--- config.mk ---
export PLATFORM = sky130hd
export DESIGN_NAME = fifo_readout_seq
export DESIGN_NICKNAME = d
export VERILOG_FILES = /design/src/rtl/fifo_readout_seq.sv
export SDC_FILE = /design/constraint.sdc
export NUM_CORES = 1
export LEC_CHECK = 0
export BUFFER_PORTS_ARGS = -buffer_cell sky130_fd_sc_hd__clkbuf_2
export CAP_MARGIN = 20
export CORE_UTILIZATION = 41
export CTS_CLUSTER_DIAMETER = 120
export DETAILED_ROUTE_END_ITERATION = 10
export PLACE_DENSITY = 0.71
export SKIP_LAST_GASP = 1
export SLEW_MARGIN = 20
export SYNTH_ARGS = -nofsm -noshare
export SYNTH_HDL_FRONTEND = slang
export SYNTH_SLANG_ARGS = --single-unit
--- constraint.sdc ---
create_clock -name i_rdclk -period 3.87 [get_ports i_rdclk]
set_input_delay 0.774 -clock i_rdclk [delete_from_list [all_inputs] [get_ports i_rdclk]]
set_output_delay 0.774 -clock i_rdclk [all_outputs]
set_load 0.1 [all_outputs]
--- src/rtl/fifo_readout_seq.sv ---
// fifo_readout_seq
//   Read-side sequencer for the octal capture storage. When the host issues a start, the block
//   drains num_samples words from one channel FIFO using a one-hot rden. Read data comes back
//   on din a fixed RD_LAT cycles later. It is pushed into a small skid FIFO and presented as
//   OUT_W-bit words on a valid/ready stream.
//   A read is issued only when the skid has room for the reads already in flight, so
//   back-pressure never loses a sample.
//
// Build option (macro CHAN_TAG_EN):
//   defined   : dout[15:13] = channel of the word, dout[12] = last-word flag
//   undefined : upper dout bits are zero
//
// Ports:
//   i_rdclk         read-domain clock, all logic on posedge
//   i_rst           synchronous active-high reset
//   i_start         single-cycle request, sampled only in IDLE
//   i_chan          channel select, latched on accepted start
//   i_num_samples   samples to read, latched on accepted start
//   i_abort         cancel current transfer (wins over start)
//   o_busy          high from accepted start until return to IDLE
//   o_done          one-cycle pulse after the last word is accepted
//   o_rden          one-hot FIFO read enable, zero when not issuing
//   i_din           registered sample from storage, RD_LAT after rden
//   o_dout          host word
//   o_dout_valid    o_dout holds a word
//   i_dout_ready    host accepts the word when valid && ready
module fifo_readout_seq #(
  parameter int DATA_W     = 12,
  parameter int OUT_W      = 16,
  parameter int CNT_W      = 16,
  parameter int RD_LAT     = 2,
  parameter int SKID_DEPTH = 4
) (
  input  logic              i_rdclk,
  input  logic              i_rst,
  input  logic              i_start,
  input  logic [2:0]        i_chan,
  input  logic [CNT_W-1:0]  i_num_samples,
  input  logic              i_abort,
  output logic              o_busy,
  output logic              o_done,
  output logic [7:0]        o_rden,
  input  logic [DATA_W-1:0] i_din,
  output logic [OUT_W-1:0]  o_dout,
  output logic              o_dout_valid,
  input  logic              i_dout_ready
);

  localparam int PW = $clog2(SKID_DEPTH);
  localparam int CW = PW + 1;

  typedef enum logic [1:0] {S_IDLE, S_ISSUE, S_DRAIN} state_t;

  state_t            r_state;
  logic [2:0]        r_chan;
  logic [CNT_W-1:0]  r_num;
  logic [CNT_W-1:0]  r_iss_cnt;
  logic [CNT_W-1:0]  r_ret_cnt;
  logic [RD_LAT-1:0] r_vld_pipe;
  // Each skid entry is {last-word flag, sample}.
  logic [DATA_W:0]   r_mem [SKID_DEPTH];
  logic [PW-1:0]     r_wr_ptr;
  logic [PW-1:0]     r_rd_ptr;
  logic [CW-1:0]     r_count;
  logic              r_busy;
  logic              r_done;

  logic [CW-1:0]     w_inflight;
  logic              w_space;
  logic              w_issue;
  logic              w_push;
  logic              w_pop;
  logic              w_last_in;
  logic [DATA_W:0]   w_head;

  // Count the reads issued in the last RD_LAT cycles. The tail bit is included even though
  // it lands in the skid this cycle, so the space test stays conservative.
  always_comb begin
    w_inflight = '0;
    for (int i = 0; i < RD_LAT; i++) w_inflight = w_inflight + CW'(r_vld_pipe[i]);
  end

  assign w_space   = ({1'b0, r_count} + {1'b0, w_inflight}) < (CW+1)'(SKID_DEPTH);
  // rden is combinational so that abort can kill it in the same cycle.
  assign w_issue   = !i_rst && !i_abort && (r_state == S_ISSUE) &&
                     (r_iss_cnt != r_num) && w_space;
  assign o_rden    = w_issue ? (8'd1 << r_chan) : 8'd0;
  assign w_push    = r_vld_pipe[RD_LAT-1];
  assign o_dout_valid = (r_count != '0);
  assign w_pop     = o_dout_valid && i_dout_ready;
  assign w_head    = r_mem[r_rd_ptr];
  assign w_last_in = (r_ret_cnt == r_num - 1'b1);
  assign o_busy    = r_busy;
  assign o_done    = r_done;

`ifdef CHAN_TAG_EN
  assign o_dout = o_dout_valid ? OUT_W'({r_chan, w_head}) : '0;
`else
  assign o_dout = o_dout_valid ? OUT_W'(w_head[DATA_W-1:0]) : '0;
`endif

  always_ff @(posedge i_rdclk) begin
    if (i_rst) begin
      r_state    <= S_IDLE;
      r_chan     <= '0;
      r_num      <= '0;
      r_iss_cnt  <= '0;
      r_ret_cnt  <= '0;
      r_vld_pipe <= '0;
      r_wr_ptr   <= '0;
      r_rd_ptr   <= '0;
      r_count    <= '0;
      r_busy     <= 1'b0;
      r_done     <= 1'b0;
    end else begin
      r_done     <= 1'b0;
      r_vld_pipe <= (r_vld_pipe << 1) | RD_LAT'(w_issue);
      if (w_issue) r_iss_cnt <= r_iss_cnt + 1'b1;
      if (w_push) begin
        r_mem[r_wr_ptr] <= {w_last_in, i_din};
        r_wr_ptr        <= r_wr_ptr + 1'b1;
        r_ret_cnt       <= r_ret_cnt + 1'b1;
      end
      if (w_pop) r_rd_ptr <= r_rd_ptr + 1'b1;
      r_count <= r_count + CW'(w_push) - CW'(w_pop);

      case (r_state)
        S_IDLE: begin
          if (i_start) begin
            r_chan    <= i_chan;
            r_num     <= i_num_samples;
            r_iss_cnt <= '0;
            r_ret_cnt <= '0;
            r_busy    <= 1'b1;
            // An empty request completes at once: busy and done are both high for one cycle.
            if (i_num_samples == '0) begin
              r_state <= S_DRAIN;
              r_done  <= 1'b1;
            end else begin
              r_state <= S_ISSUE;
            end
          end
        end
        S_ISSUE: begin
          if (w_issue && (r_iss_cnt == r_num - 1'b1)) r_state <= S_DRAIN;
        end
        S_DRAIN: begin
          if (r_num == '0) begin
            r_state <= S_IDLE;
            r_busy  <= 1'b0;
          end else if (w_pop && w_head[DATA_W]) begin
            // The head is the last word and it is handshaken now, so no reads remain in
            // flight and the skid holds nothing else.
            r_state <= S_IDLE;
            r_busy  <= 1'b0;
            r_done  <= 1'b1;
          end
        end
        default: r_state <= S_IDLE;
      endcase

      if (i_abort) begin
        r_state    <= S_IDLE;
        r_busy     <= 1'b0;
        r_done     <= 1'b0;
        r_vld_pipe <= '0;
        r_wr_ptr   <= '0;
        r_rd_ptr   <= '0;
        r_count    <= '0;
      end
    end
  end

endmodule

Yosys cells after proc, flatten, opt, wreduce, memory -nomap -nowiden
Memories as Yosys holds them, arrays and structs flattened. A register that Yosys moved wholly into a read port is not among the register bits.
Index checks and enable logic that the tools add are counted.
{"block": "totals", "register_bits": 64, "ramBits": 52, "inputBits": 36, "n_memories": 1}
{"memory": "r_mem", "depth": 4, "word_bits": 13, "rd": 1, "rd_ports_with_merged_regs": 1, "write_ports": 1, "line_no": "61", "rtl": "logic [DATA_W:0] r_mem [SKID_DEPTH];"}
{"block": "op_classes", "n_addsub": 9, "order_cmp": 1, "eq_ne": 8, "shifts": 1, "muxes": 28, "n_bitwise": 1, "n_reduce_logical": 18}
{"op": "16-bit 2-to-1 mux", "count": 6}
{"op": "16-bit by 1-bit adder with 16-bit output (second input constant)", "count": 2}
{"op": "16-bit equality test", "count": 2}
{"op": "16-bit zero test", "count": 2}
{"op": "16-bit inequality test", "count": 1}
{"op": "16-bit by 1-bit subtractor with 16-bit output (second input constant)", "count": 1}
{"op": "2-bit 2-to-1 mux", "count": 7}
{"op": "12-bit 2-to-1 mux", "count": 1}
{"op": "1-bit 2-to-1 mux", "count": 10}
{"op": "8-bit 2-to-1 mux", "count": 1}
{"op": "1-bit by 3-bit << shifter with 8-bit output (first input constant)", "count": 1}
{"op": "1-bit logical AND", "count": 7}
{"op": "2-bit one-hot mux with 3 select lines", "count": 1}
{"op": "3-bit AND reduction", "count": 2}
{"op": "2-bit by 1-bit adder with 2-bit output (second input constant)", "count": 2}
{"op": "3-bit by 2-bit adder with 4-bit output", "count": 1}
{"op": "4-bit by 3-bit less-than comparator with 1-bit output (second input constant)", "count": 1}
{"op": "1-bit one-hot mux with 2 select lines", "count": 2}
{"op": "3-bit by 1-bit adder with 3-bit output", "count": 1}
{"op": "3-bit inequality test (second input constant)", "count": 1}
{"op": "3-bit nonzero test", "count": 1}
{"op": "3-bit by 1-bit subtractor with 3-bit output", "count": 1}
{"op": "1-bit by 1-bit adder with 2-bit output", "count": 1}
{"op": "2-bit by 1-bit equality test with 1-bit output (second input constant)", "count": 1}
{"op": "other kinds (9)", "count": 10}

Logic depth before layout (Yosys ltp)
Gate-level depths: netlist (run 1).
{"block": "depth", "ltp_word": 8, "ltp_mapped": 11}

Worst setup path before layout (run 1)
No wires, ideal clock.
{"block": "synth_timing", "path_type": "input to output", "start": "input port i_abort", "end": "output port o_rden[6]", "arrival_time_ns": 4.231, "path_slack_ns": -1.135, "path_stages": 7, "path_buffers": 1, "path_cell_list": "or2_1 nor2_1 o311ai_1 a21oi_1 clkbuf_1 nand2_1 nor3b_1"}
{"block": "synth_between", "elab_chain_len": 6}
{"item": "from (decl)", "line_no": "39", "rtl": "input logic i_abort,"}
{"item": "1-bit zero test", "line_no": "85", "rtl": "assign w_issue = !i_rst && !i_abort && (r_state == S_ISSUE) &&"}
{"item": "1-bit logical AND (3 in a row)", "line_no": "85"}
{"item": "1-bit logical AND", "line_no": "86", "rtl": "(r_iss_cnt != r_num) && w_space;"}
{"item": "8-bit 2-to-1 mux", "line_no": "87", "rtl": "assign o_rden = w_issue ? (8'd1 << r_chan) : 8'd0;"}
{"item": "to (decl)", "line_no": "42", "rtl": "output logic [7:0] o_rden,"}
Every way passes these cells.

Worst setup path after layout (run 1)
{"block": "layout_timing", "start": "input port i_abort", "end": "output port o_rden[0]"}
The elaborated chain is that of the path after synthesis.

==> results of run 1 <==
## worst min-delay path by stage
| stage | end | from | cells past startpoint | slack, ns |
|---|---|---|---|---|
| floorplan | r_vld_pipe[1] | r_vld_pipe[0] | 2 | 0.41 |
| global placement | r_vld_pipe[1] | r_vld_pipe[0] | 2 | 0.43 |
| detailed placement | r_vld_pipe[1] | r_vld_pipe[0] | 2 | 0.43 |
| CTS | r_vld_pipe[1] | r_vld_pipe[0] | 2 | 0.44 |
| global route | r_vld_pipe[1] | r_vld_pipe[0] | 2 | 0.46 |
| finish | r_vld_pipe[1] | r_vld_pipe[0] | 2 | 0.44 |
## kinds of logic (layout without fill, tap and decap cells)
kind of cell | count (synthesis) | in the layout | share of synthesized area (%)
multiplexers | 16 | 16 | 5.45
buffers and inverters | 54 | 109 | 4.07
AO/OA/AOI/OAI | 58 | 58 | 5.93
XOR/XNOR | 80 | 80 | 12.3
adder cells (fa/ha/maj) | 13 | 13 | 2.87
flip-flops | 118 | 118 | 48.6
other | 1 | 4 | 0.0633
AND/OR/NAND/NOR | 227 | 227 | 20.7
## worst min-delay path: stages, from the launching register on
cell and delay (ns):
dfxtp_1 0.31, inv_1 0.05, nor2_1 0.04
## stage by stage
| step | cells | hold slack (ns) | utilization (%) |
|---|---|---|---|
| global route | 805 | 0.461 | 50.3 |
| CTS | 805 | 0.439 | 50.3 |
| finish | 805 | 0.440 | 50.3 |
| detailed placement | 773 | 0.429 | 46.1 |
| global placement | 773 | 0.429 | 46.1 |
| floorplan | 570 | 0.413 | - |
## power breakdown
part	switching [W]	leakage, nW	internal (W)	total (W)
clock	0.000566	0.274	0.00101	0.00157
combinational	0.000165	1.26	0.000105	0.000270
sequential	0.0000305	0.994	0.00131	0.00134
total	0.000761	2.53	0.00243	0.00319
## routing by layer
layer | wire length [µm] | GRT usage (%) | share of wire (%) | up-vias
li1 | - | - | - | 2086
met1 | 5590 | 21.9 | 44 | 1988
met2 | 5960 | 29.9 | 47 | 106
met3 | 703 | 5.99 | 5.6 | 27
met4 | 306 | 8.77 | 2.4 | 0
met5 | 0 | 0 | 0 | -
## cells in the final DEF, fill, tap and decap left out, types with 4 or more instances in the layout
cell	n
a21oi_1	30
buf_12	8
dfxtp_1	66
o21ai_0	9
nor3_1	8
or3_1	7
clkbuf_2	50
and2_1	19
inv_1	13
buf_4	6
ha_1	12
nand2_1	58
xnor2_1	41
clkbuf_16	17
nor4_1	9
mux4_2	13
clkinvlp_4	4
xor2_1	37
nand3_1	12
nand4_1	16
nand2b_1	4
nor2_1	47
edfxtp_1	52
nor2b_1	5
conb_1	4
and3_1	10
## area by class of cell
| class | instances | area [µm²] |
|---|---|---|
| clock buffer | 20 | 437 |
| clock inverter | 12 | 155 |
| fill | 1262 | 6950 |
| inverter | 13 | 48.8 |
| multi-input combinational | 398 | 2840 |
| sequential | 118 | 2880 |
| tap | 180 | 225 |
| timing repair buffer | 64 | 455 |
## flip-flops by register name (all words and copies together) (netlist names), named ones only
signal,cells
r_mem,52
r_iss_cnt,16
r_num,16
r_ret_cnt,16
r_chan,3
r_count,3
r_rd_ptr,2
r_state,2
r_vld_pipe,2
r_wr_ptr,2
o_busy,1
o_done,1
==> run metrics, run 1 <==
crit share post-route=89.2%; status=finished, final reports clean; cell area after synthesis=0.00593 mm²; pin count of the biggest net entering global routing=22; Antenna Cells=0; vias in the first global route=4,234; DRC=0; top-count cell post-synth=dfxtp_1; worst rel slew slack=38.2%; worst r2r src=r_num[0]; RSZ-0062 raised after global routing=no; Period minus WS final=3.45 ns; Worst-Skew Late Latency=0.43 ns; NumNets Final=661; clk buf depth=2; post-route ant nets=0; Worst path depth=8; CTS clk-pin slew, worst paths=0.05 ns; core area=0.0140 mm²; All-Layer GR Usage=18.4%; post-CTS setup repair buffer count=0; Clock Skews=0.00712 ns; DRT iter0 DRCs=232; synth cell count leaders=dfxtp_1, nand2_1, edfxtp_1; worst path cell trace=clkbuf_2 -> or2_1 -> nor2_1 -> o311ai_1 -> a21oi_1 -> nor2b_1 -> nor3b_2 -> buf_12; HPWL after detailed placement=9120 µm; leakage=2.53 nW; TNS Setup=0 ns; Synth Area per Inst=10.5 µm²; launch point of the worst path=i_abort; worst-margin pin slew=0.926 ns; Crit-path slowest cell=or2_1; Area after DPL=0.00645 mm²; Ports=63; max cap viols=0; Final Max Slew Viols=0; Vias/cell=5.23; global-route wire length before repair=20,600 µm; post-cts gate resize count=0; critical path's top delay family=simple AND/OR/NAND/NOR gates; pwr dens=453 mW/mm²; gpl congestion=0.869; die height=122 µm; Buf+Inv Stages, Crit Path=2; cts bufs inserted=17; share of cells above drive strength 1=19.4%; Post-synth EDFFs=52; DIE WIDTH=122 µm; maximum VDD drop=273 µV; Yosys top cell by area=edfxtp_1; Worst Reg2Reg Path Length in Cells=9; Data arrival, critical path=2.68 ns; synth unique cells=62; IO Port Bufs=58; setup ws final=0.417 ns; starting density of the core=42.4%; R2R setup slack=0.66 ns; final hold violation count=0; drt wl/cell=15.6 µm; routed wire length=12,600 µm; Worst Setup EP=o_rden[0]; power consumption=0.00319 W; H-Tree Depth=4; CP startpoint kind=primary input; count of state elements after synthesis=118; Via Count=4,207; register area share after synthesis=48.6%; crit-path max FO=13; Overflow after GRT=0; ys flop type=dfxtp_1; Yosys warning total=0; Setup WS pre-CTS=0.424 ns; row count=43; root buf cell=clkbuf_16; fmax=290 MHz; Syn Inst Count=567; Critical R2R Capture=r_mem[2][12]; critical path's largest stage delay=0.38 ns; drt first pass iters=4; count of final setup violators=0; Setup CP Type=primary input to output port; post-route cell area=0.00704 mm²; top cells by area, synth=edfxtp_1, dfxtp_1, xnor2_1, xor2_1, mux4_2; Hold Buf Count CTS=0; CTS sink cnt=118; synthesis-to-finish area growth=18.8%; CTS tree=done; die area=0.0149 mm²; Post-synth ARST share=0%; post-synth top area share=26.3%; Worst Hold Class=flop to flop; initial antenna violation count=0; Worst setup EP type=output port; Req. time, crit path=3.10 ns
(Power assumes the default switching activity.)
==> inputs of run 2 (changes only) <==
- REMOVE_ABC_BUFFERS: default -> 1
==> run metrics, run 2 (synthesized netlist as in run 1, its figures left out) <==
synthesis-to-finish area growth=18.5%; status=finished, final reports clean; Antenna Cells=0 (unchanged); vias in the first global route=4,282 (+1.1%); CP startpoint kind=primary input; Final Max Slew Viols=0 (unchanged); All-Layer GR Usage=18.2% (-0.17 points); share of cells above drive strength 1=18.9% (-0.45 points); fmax=288 MHz (-0.59%); IO Port Bufs=58 (unchanged); Setup CP Type=primary input to output port; met3 Use GR=4.09% (-1.9 points); Ports=63 (unchanged); starting density of the core=42.4% (unchanged); CTS sink cnt=118 (unchanged); area taken by multi-input logic gates=0.00282 mm² (-0.79%); die height=122 µm (unchanged); CTS tree=done; die area=0.0149 mm² (unchanged); most frequent cells in the layout=dfxtp_1, nand2_1, edfxtp_1; Worst setup EP type=output port; met2 track demand over resource=30.5% (+0.63 points); count of final setup violators=0 (unchanged); initial antenna violation count=0 (unchanged); pin count of the biggest net entering global routing=25 (+14%); post-cts gate resize count=0 (unchanged); final hold violation count=0 (unchanged); global-route wire length before repair=20,700 µm (+0.54%); Worst-Skew Late Latency=0.41 ns (-0.02 ns); Period minus WS final=3.47 ns (+0.0206 ns); DRC=0 (unchanged); M1 GR Usage=22.7% (+0.88 points); Reg with most FFs=r_mem; worst rel slew slack=43.2% (+5.1 points); Overflow after GRT=0 (unchanged); gpl congestion=0.892 (+2.6%); final core occ=50.2% (-0.13 points); worst-margin pin slew=0.850 ns (-0.0760 ns); NumNets Final=660 (-0.15%); sequential cell area=0.00288 mm² (unchanged); H-Tree Depth=4 (unchanged); pwr dens=453 mW/mm² (+0.12%); Req. time, crit path=3.10 ns (about the same); max cap viols=0 (unchanged); DIE WIDTH=122 µm (unchanged); Data arrival, critical path=2.70 ns (+0.02 ns); maximum VDD drop=248 µV (-9.0%); most common cell after layout, fill and taps aside=dfxtp_1; clk buf depth=2 (unchanged); leakage=2.53 nW (about the same); RSZ-0062 raised after global routing=no; Via Count=4,219 (+0.29%); post-CTS setup repair buffer count=0 (unchanged); TNS Setup=0 ns (unchanged); HPWL after detailed placement=9350 µm (+2.6%); Worst Hold Class=flop to flop; CTS clk-pin slew, worst paths=0.05 ns (about the same); cts bufs inserted=17 (unchanged); drt first pass iters=4 (unchanged); core area=0.0140 mm² (unchanged); crit share post-route=89.8% (+0.53 points); Vias/cell=5.25 (+0.41%); Clock Skews=0.00828 ns (+0.00115 ns); final-layout fill cell count=1,236 (-2.1%); max reg flops=52 (unchanged); crit-path max FO=13 (unchanged); routed wire length=12,500 µm (-0.14%); Hold Buf Count CTS=0 (unchanged); post-route ant nets=0 (unchanged); DRT iter0 DRCs=226 (-2.6%); row count=43 (unchanged); busiest metal layer after global routing=met2; root buf cell=clkbuf_16; drt wl/cell=15.6 µm (about the same)
==> run 2: changes by cell type in the layout (fill, tap and decap cells not counted), moves of 2 or more <==
cell / before / now
nor3b_2: 3 / 0
clkbuf_1: 3 / 1
nor3b_1: 3 / 6
inv_6: 0 / 2
==> run 2: worst paths after layout <==
check	from	to	cells past startpoint	slack [ns]
setup reg to reg	r_num[0]	r_mem[0][12]	9	0.68
hold reg to reg	r_vld_pipe[0]	r_vld_pipe[1]	2	0.44
hold / removal	r_vld_pipe[0]	r_vld_pipe[1]	2	0.44
setup / recovery	i_rst	o_rden[0]	8	0.40
==> run 2: per-layer routing <==
metal	vias to the layer above	routed length (µm)	part of all wire, %
met2	96	6110	49
met1	2027	5690	45
li1	2083	-	-
met4	0	198	1.6
met3	13	540	4.3
met5	-	0	0
==> run 2: cell type report <==
class	count	share of cell area, %
clock buffer	18	6.11
clock inverter	14	2.49
inverter	13	0.695
multi-input combinational	398	40.1
sequential	118	41.0
tap	180	3.21
timing repair buffer	63	6.38
==> run 2: report_power, final <==
part	internal, W	switching (W)	total (W)	leakage [nW]
combinational	0.000103	0.000160	0.000263	1.25
clock	0.00102	0.000561	0.00158	0.287
sequential	0.00131	0.0000311	0.00134	0.994
total	0.00243	0.000751	0.00318	2.53
==> run 2: critical path: stages <==
cell	delay, ns
clkbuf_2	0.12
or2_1	0.37
nor2_1	0.18
o311ai_1	0.15
a21oi_1	0.26
nor2b_1	0.25
nor3b_1	0.36
buf_12	0.22
==> run 2: metrics by stage <==
step                instance area [µm²]  instances  hold slack, ns  total power [W]  worst slack (ns)
detailed placement                 6420        772           0.430          0.00163             0.363
CTS                                7020        804           0.435          0.00321             0.358
finish                             7020        804           0.435          0.00318             0.397
global route                       7020        804           0.459          0.00329             0.210
floorplan                          5750        529           0.413          0.00155             -1.39
global placement                   6420        772           0.428          0.00163             0.406
